`config.mk`:
```
export PLATFORM = sky130hd
export DESIGN_NAME = pipe_stage_skid
export DESIGN_NICKNAME = d
export VERILOG_FILES = /design/src/rtl/pipe_stage_skid.sv
export SDC_FILE = /design/constraint.sdc
export NUM_CORES = 1
export LEC_CHECK = 0
export ABC_AREA = 0
export BUFFER_PORTS_ARGS = -buffer_cell sky130_fd_sc_hd__buf_4
export CORE_UTILIZATION = 45
export CTS_CLUSTER_SIZE = 20
export DETAILED_ROUTE_END_ITERATION = 6
export HOLD_SLACK_MARGIN = 0.02
export PLACE_DENSITY = 0.74
export SYNTH_ARGS = -nofsm -noshare
export SYNTH_HDL_FRONTEND = slang
export SYNTH_SLANG_ARGS = --single-unit
```
`constraint.sdc`:
```
create_clock -name clk -period 1.7 [get_ports clk]
set_clock_uncertainty 0.05 [all_clocks]
set_input_delay 0.085 -clock clk [delete_from_list [all_inputs] [get_ports clk]]
set_output_delay 0.085 -clock clk [all_outputs]
set_load 0.03 [all_outputs]
```
`src/rtl/pipe_stage_skid.sv`:
```
// Pipeline-stage register with valid/ready handshake, two-entry skid buffer and
// synchronous flush. All outputs come straight from flops.
module pipe_stage_skid #(
   parameter int unsigned CTRL_W     = 5,
   parameter int unsigned DATA_W     = 133,
   parameter bit          CLEAR_DATA = 1'b1
) (
   input  logic              clk,
   input  logic              rst,
   input  logic              flush,
   input  logic              in_valid,
   output logic              in_ready,
   input  logic [CTRL_W-1:0] in_ctrl,
   input  logic [DATA_W-1:0] in_data,
   output logic              out_valid,
   input  logic              out_ready,
   output logic [CTRL_W-1:0] out_ctrl,
   output logic [DATA_W-1:0] out_data,
   output logic [1:0]        count
);

   typedef enum logic [1:0] {
      EMPTY = 2'd0,
      ONE   = 2'd1,
      FULL  = 2'd2
   } state_t;

   state_t            state, state_nxt;
   logic [CTRL_W-1:0] skid_ctrl;
   logic [DATA_W-1:0] skid_data;
   logic              push, pop, kill;
   logic              ld_main_in, ld_main_skid, ld_skid, clr_main;

   assign push = in_valid & in_ready;
   assign pop  = out_valid & out_ready;
   assign kill = rst | flush;

   always_comb begin
      state_nxt    = state;
      ld_main_in   = 1'b0;
      ld_main_skid = 1'b0;
      ld_skid      = 1'b0;
      clr_main     = 1'b0;
      case (state)
         EMPTY: begin
            if (push) begin
               state_nxt  = ONE;
               ld_main_in = 1'b1;
            end
         end
         ONE: begin
            if (push && pop) begin
               ld_main_in = 1'b1;
            end else if (push) begin
               state_nxt = FULL;
               ld_skid   = 1'b1;
            end else if (pop) begin
               state_nxt = EMPTY;
               clr_main  = 1'b1;
            end
         end
         FULL: begin
            if (pop) begin
               state_nxt    = ONE;
               ld_main_skid = 1'b1;
            end
         end
         default: state_nxt = EMPTY;
      endcase
   end

   // Handshake flags are re-derived from the next state so they stay flop outputs.
   always_ff @(posedge clk) begin
      if (kill) begin
         state     <= EMPTY;
         out_valid <= 1'b0;
         in_ready  <= 1'b1;
         count     <= 2'd0;
      end else begin
         state     <= state_nxt;
         out_valid <= (state_nxt != EMPTY);
         in_ready  <= (state_nxt != FULL);
         count     <= 2'(state_nxt);
      end
   end

   always_ff @(posedge clk) begin
      if (kill) begin
         out_ctrl  <= '0;
         skid_ctrl <= '0;
      end else begin
         if (ld_main_in)        out_ctrl <= in_ctrl;
         else if (ld_main_skid) out_ctrl <= skid_ctrl;
         else if (clr_main)     out_ctrl <= '0;
         if (ld_skid)           skid_ctrl <= in_ctrl;
         else if (ld_main_skid) skid_ctrl <= '0;
      end
   end

   always_ff @(posedge clk) begin
      if (kill) begin
         if (CLEAR_DATA) begin
            out_data  <= '0;
            skid_data <= '0;
         end
      end else begin
         if (ld_main_in)        out_data <= in_data;
         else if (ld_main_skid) out_data <= skid_data;
         if (ld_skid)           skid_data <= in_data;
      end
   end

endmodule

```
==> results of run 1 <==
==> logic make-up after synthesis <==
family / count (synthesis)
and+or+nand+nor: 161
xor gates and xnor gates: 1
AOI/OAI and AO/OA: 692
buffers and inverters: 185
DFF: 280
==> registers in the layout, indices dropped and copies added (netlist names) <==
register and flops:
out_valid 1, state 2, out_data 133, in_ready 1, skid_data 133, skid_ctrl 5, out_ctrl 5
==> worst reg2reg max path: stages (launching register included) <==
cell	delay, ns
dfxtp_4	0.40
a21boi_4	0.26
buf_12	0.25
buf_12	0.23
nand3_1	0.15
a21oi_1	0.21
==> layout by cell type (no fill, tap or decap), types with 3 or more instances in the layout <==
master / synthesis / routed
buf_12: 0 / 37
nor3_1: 4 / 4
dlygate4sd3_1: 0 / 140
nand3_1: 138 / 138
buf_4: 3 / 310
o21ai_0: 133 / 133
a21oi_1: 269 / 269
o211ai_1: 135 / 135
a311oi_1: 3 / 3
dfxtp_1: 280 / 277
clkbuf_1: 115 / 4
clkbuf_16: 0 / 32
nand2_1: 8 / 8
a211oi_1: 10 / 10
bufinv_16: 0 / 4
clkinv_2: 0 / 6
a32oi_1: 135 / 135
clkbuf_8: 0 / 4
==> power by group <==
part           switching (mW)  total (mW)  leakage, nW  internal (mW)
registers              0.0917        6.80         2.27           6.71
logic                    1.23        2.22         3.16          0.985
clock network            2.66        6.77        0.507           4.10
total                    3.99        15.8         5.94           11.8
==> path summary, 6_finish.rpt <==
kind            startpoint             end  slack, ns
min                    rst       out_valid       0.07
max               state[0]  skid_data[107]       0.05
min reg2reg  skid_data[70]   skid_data[70]       0.42
max reg2reg       state[0]  skid_data[107]       0.05
==> per-layer routing <==
metal	track usage (%)	wire length (um)
met1	34.9	15800
met4	10.6	1290
met3	4.94	2790
met5	0	0
met2	44.6	18100
==> repair_timing <==
item	in CTS	in global routing
gates resized for setup	0	4
hold buffers	139	1
setup endpoints to repair	0	5
hold endpoints to repair	278	1
==> metrics by stage <==
| step | hold WS [ns] | util, % | power, mW |
|---|---|---|---|
| after global placement | 0.307 | 56.8 | 8.81 |
| after CTS | 0.0481 | 66.4 | 15.8 |
| final | 0.0684 | 66.6 | 15.8 |
| after detailed placement | 0.314 | 56.8 | 8.83 |
| after global routing | 0.0861 | 66.6 | 16.3 |
| after floorplan | 0.183 | - | 7.98 |
==> cell usage after synthesis <==
library cell,number
a21oi_1,269
nor3b_1,1
clkbuf_1,115
buf_4,3
nor3_1,4
o21ai_0,133
buf_6,8
a21bo_4,1
nand2_1,8
nand2b_1,1
a21o_1,2
a2111oi_0,1
or2_2,1
a211oi_1,10
inv_1,1
a32oi_1,135
a21boi_0,2
nand3_1,138
a311oi_1,3
nor2_1,1
buf_2,44
nor4bb_1,1
buf_1,14
and4b_1,1
a21boi_1,1
nand3b_2,1
and3b_1,1
or3_1,1
nand4b_1,1
xor2_1,1
dfxtp_1,280
o211ai_1,135
and2_1,1
==> cell type report <==
class	count	area [um^2]	share of cell area (%)
Timing Repair Buffer	490	4520	26.9
Clock buffer	39	846	5.03
Inverter	1	3.75	0.0223
Tap cell	330	413	2.46
Clock inverter	14	188	1.12
Multi-Input combinational cell	854	5240	31.1
Sequential cell	280	5610	33.4
==> flow_metrics.py, run 1 <==
metrics = {
    "run_status": {
        "outcome": "finished clean",
    },
    "sta": {
        "finalMaxSlewViolations": 0,
        "hold_viol_final": 0,
        "setup_viol": 0,
        "clock.fmax_mhz": 606,
        "tightest_slew_ns": 0.547,
        "fin_crit_ns": 1.65,
        "fin_ws_ns": 0.0502,
        "rsz0062_at_grt": "false",
        "fin_crit_sh_pct": 97.0,
        "fin_setup_tns_ns": 0,
        "maxSlewHeadroom_pct": 63.5,
    },
    "die": {
        "die_y_um": 163,
        "io_pins": 285,
        "core-area_um2": 25300,
        "die-area_um2": 26500,
        "start_util_pct": 46.1,
        "rows": 58,
        "die_x_um": 163,
    },
    "yosys": {
        "synth_fp_nets": 1462,
        "synth_area_per_cell_um2": 8.82,
        "synth_xor_area_share_pct": 0.0753,
        "yosysSeqAreaShare_pct": 48.2,
        "yosysTopAreaCell": "dfxtp_1",
        "synthTopCellsByArea": "dfxtp_1 48%, a21oi_1 12%, a32oi_1 10%, o211ai_1 8.7%, nand3_1 5.9%",
        "yosysWarnings": 0,
        "synth_top_cell_area_share_pct": 48.2,
        "synth_cell_types": 33,
        "ys_ff_latch": 280,
        "synth_compound_area_share_pct": 37.6,
        "synth_top_family_by_area": "compound AO/OA/AOI/OAI gates",
        "muxShareOfSynthArea_pct": 0,
        "synthCells": 1319,
        "synth_fa_ha_area_share_pct": 0,
        "synth-simple-area-share_pct": 7.10,
        "syn_area_um2": 11600,
    },
    "clock_network": {
        "cts_setup_buffers": 0,
        "cts_max_level": 1,
        "cts_sinks": 280,
        "cts_buffer_depth": 3,
        "clockRootBuffer": "clkbuf_16",
        "clk_latency_ns": 0.54,
        "cts_tree": "built",
        "clk_pin_slew_ns": 0.06,
        "cts_made_buffers": 30,
    },
    "routing": {
        "drtPass1Iterations": 5,
        "drt_iter0_drc": 1283,
        "wl_per_cell_um": 18.9,
        "wl_um": 37900,
        "via_per_inst": 6.21,
        "ant_nets": 0,
        "vias": 12500,
        "drc": 0,
    },
    "cells_and_area": {
        "fillers": 1934,
        "fin_nets": 1800,
        "final_area_um2": 16800,
        "synthToLayoutAreaGrowth_pct": 44.6,
        "stdcell_count": 2008,
        "antennaDiodeCount": 0,
        "drive_above_1_share_pct": 24.4,
    },
    "grt": {
        "grt_pass1_vias": 11700,
        "grt_max_degree": 114,
        "grt_pass1_wl_um": 59700,
        "gr-usage-all-layers_pct": 27.0,
        "antenna_found_initial": 0,
        "grt_overflow_total": 0,
    },
    "critical_path": {
        "crit_chain": "a21boi_4, buf_12, buf_12, nand3_1, a21oi_1",
        "critPathArrivalTime_ns": 2.06,
        "crit_family": "compound AO/OA/AOI/OAI gates",
        "cpMaxStageDelayCell": "dfxtp_4",
        "start_kind": "flop",
        "cp_max_fo": 38,
        "path_buf_inv": 2,
        "r2r_cells": 5,
        "path_class": "reg2reg",
        "crit_top_cell": "buf_12",
        "cp_data_required_time_ns": 2.11,
        "cp.depth": 5,
        "critPathCaptureType": "flop",
        "max_stage_delay_ns": 0.40,
    },
    "placement": {
        "gp_congestion": 0.799,
        "dp_hpwl_um": 21500,
        "dp_cells": 1814,
        "place_area_um2": 14300,
        "portBuffers": 284,
        "dp_slack_ns": 0.134,
    },
    "flow_run": {
        "maxCapViolations": 0,
    },
    "worst_hold_path": {
        "min_path_type": "in2reg",
        "whs_path_depth": 3,
    },
    "power": {
        "cellPowerDensity_nw_per_um2": 939,
        "max-vdd-ir-drop_v": 0.000964,
        "p_leak_nw": 5.94,
    },
}
Note: power is estimated with default switching activity, not from simulation.
==> run 2: changes to the inputs <==
--- a/config.mk
+++ b/config.mk
@@ -8,3 +8,3 @@
 export ABC_AREA = 0
-export BUFFER_PORTS_ARGS = -buffer_cell sky130_fd_sc_hd__buf_4
+export BUFFER_PORTS_ARGS = -buffer_cell sky130_fd_sc_hd__buf_2
 export CORE_UTILIZATION = 45
--- a/constraint.sdc
+++ b/constraint.sdc
@@ -4,2 +4,2 @@
 set_output_delay 0.085 -clock clk [all_outputs]
-set_load 0.03 [all_outputs]
+set_load 0.05 [all_outputs]
==> flow_metrics.py, run 2 (synthesis results as in run 1) <==
metrics = {
    "placement": {
        "gp_congestion": 0.768,
        "portBuffers": 284,
        "dp_hpwl_um": 21100,
        "dp_cells": 1815,
        "place_area_um2": 13700,
    },
    "critical_path": {
        "startpoint": "state[0]",
        "critPathCaptureType": "flop",
        "reg2reg_to": "skid_data[3]",
        "path_class": "reg2reg",
        "start_kind": "flop",
        "r2r_slack_ns": 0.08,
        "critPathArrivalTime_ns": 1.97,
        "cp_data_required_time_ns": 2.06,
        "r2r_start": "state[0]",
        "cp_max_fo": 93,
        "r2r_cells": 4,
        "critPathCapture": "skid_data[3]",
    },
    "sta": {
        "hold_viol_final": 0,
        "finalMaxSlewViolations": 0,
        "clock.fmax_mhz": 618,
        "fin_crit_ns": 1.62,
        "setup_viol": 0,
        "maxSlewHeadroom_pct": 58.8,
        "fin_crit_sh_pct": 95.2,
        "tightest_slew_ns": 0.618,
        "rsz0062_at_grt": "false",
    },
    "cells_and_area": {
        "largest_registers": "out_data (133), skid_data (133)",
        "fin_nets": 1801,
        "drive_above_1_share_pct": 24.3,
        "final_area_um2": 16100,
        "final_cell_mix": "284 x buf_2, 276 x dfxtp_1, 269 x a21oi_1",
        "synthToLayoutAreaGrowth_pct": 38.1,
        "final_common_cell": "buf_2",
        "multiInputGateArea_um2": 5240,
        "final_util_pct": 63.6,
        "seqCellArea_um2": 5620,
        "fillers": 2018,
        "stdcell_count": 2008,
    },
    "clock_network": {
        "cts_buffer_depth": 3,
        "clk_pin_slew_ns": 0.06,
        "cts_made_buffers": 29,
        "cts_tree": "built",
        "cts_max_level": 1,
        "clk_latency_ns": 0.53,
        "clockRootBuffer": "clkbuf_16",
        "cts_sinks": 280,
    },
    "routing": {
        "vias": 12500,
        "drc": 0,
        "wl_per_cell_um": 18.9,
        "drt_iter0_drc": 1587,
        "ant_nets": 0,
        "wl_um": 37900,
        "drtPass1Iterations": 7,
        "via_per_inst": 6.22,
    },
    "die": {
        "rows": 58,
        "core-area_um2": 25300,
        "die_x_um": 163,
        "io_pins": 285,
        "die_y_um": 163,
        "start_util_pct": 46.1,
        "die-area_um2": 26500,
    },
    "power": {
        "power_mw": 15.2,
        "p_leak_nw": 5.79,
        "cellPowerDensity_nw_per_um2": 945,
        "max-vdd-ir-drop_v": 0.000764,
    },
    "worst_hold_path": {
        "min_path_type": "in2reg",
        "whs_path_depth": 5,
    },
    "grt": {
        "antenna_found_initial": 1,
        "grt_pass1_wl_um": 58600,
        "grt_overflow_total": 0,
        "gr-usage-all-layers_pct": 26.4,
        "grt_pass1_vias": 11500,
        "grt_max_degree": 183,
    },
    "flow_run": {
        "maxCapViolations": 0,
    },
    "run_status": {
        "outcome": "finished clean",
    },
}
-- run 2: cell types whose count changed in the layout (fill, tap and decap cells not counted), sizes merged --
cell,before,now
bufinv,4,1
diode,0,1
dlygate4sd3,140,139
inv,2,1
buf,349,351
clkbuf,40,45
clkinvlp,2,1
clkinv,7,5
-- run 2: cell type report --
type	count	area share [%]
Clock inverter	7	0.389
Multi-Input combinational cell	854	32.6
Timing Repair Buffer	492	24.1
Clock buffer	43	5.28
Sequential cell	280	35.0
Antenna cell	1	0.0156
Inverter	1	0.0234
Tap cell	330	2.57
-- run 2: worst min path at each step --
stage	end	from	slack, ns
after floorplan	skid_ctrl[0]	in_ctrl[0]	0.18
after global placement	skid_data[100]	in_data[100]	0.30
after detailed placement	skid_data[99]	in_data[99]	0.31
after CTS	skid_data[101]	out_ready	0.09
after global routing	skid_ctrl[3]	out_ready	0.14
final	skid_data[101]	out_ready	0.12
-- run 2: repair_timing --
item / 4_1_cts / 5_1_grt
gates resized for setup: 0 / 2
endpoints found under the setup margin: 0 / 167
hold endpoints to repair: 278 / 0
hold buffers: 139 / 0
buffers inserted: 0 / 1
-- run 2: metal layers --
layer	part of all wire [%]	vias up	global-route usage (%)
met5	0	-	0
met4	3.4	0	10.5
met3	8.5	100	4.74
met2	47	657	42.6
met1	41	5949	34.9
li1	-	5783	-
-- run 2: critical path, stage by stage (launching register included) --
cell and delay [ns]:
dfxtp_4 0.40, a21bo_4 0.28, buf_12 0.21, o21ai_0 0.34, a21oi_1 0.15
-- run 2: power by group --
group	total, mW	leakage [nW]	switching, mW	internal (mW)
Sequential	6.79	2.27	0.0854	6.71
Combinational	2.27	3.07	1.40	0.866
Clock	6.11	0.450	2.55	3.57
-- run 2: metrics by stage --
step	setup TNS [ns]	setup WS [ns]	hold WS, ns
after floorplan	-0.933	-0.0378	0.183
after global placement	0	0.0686	0.299
after detailed placement	0	0.0294	0.307
after CTS	0	0.0135	0.0916
after global routing	0	0.00588	0.136
final	0	0.0819	0.119
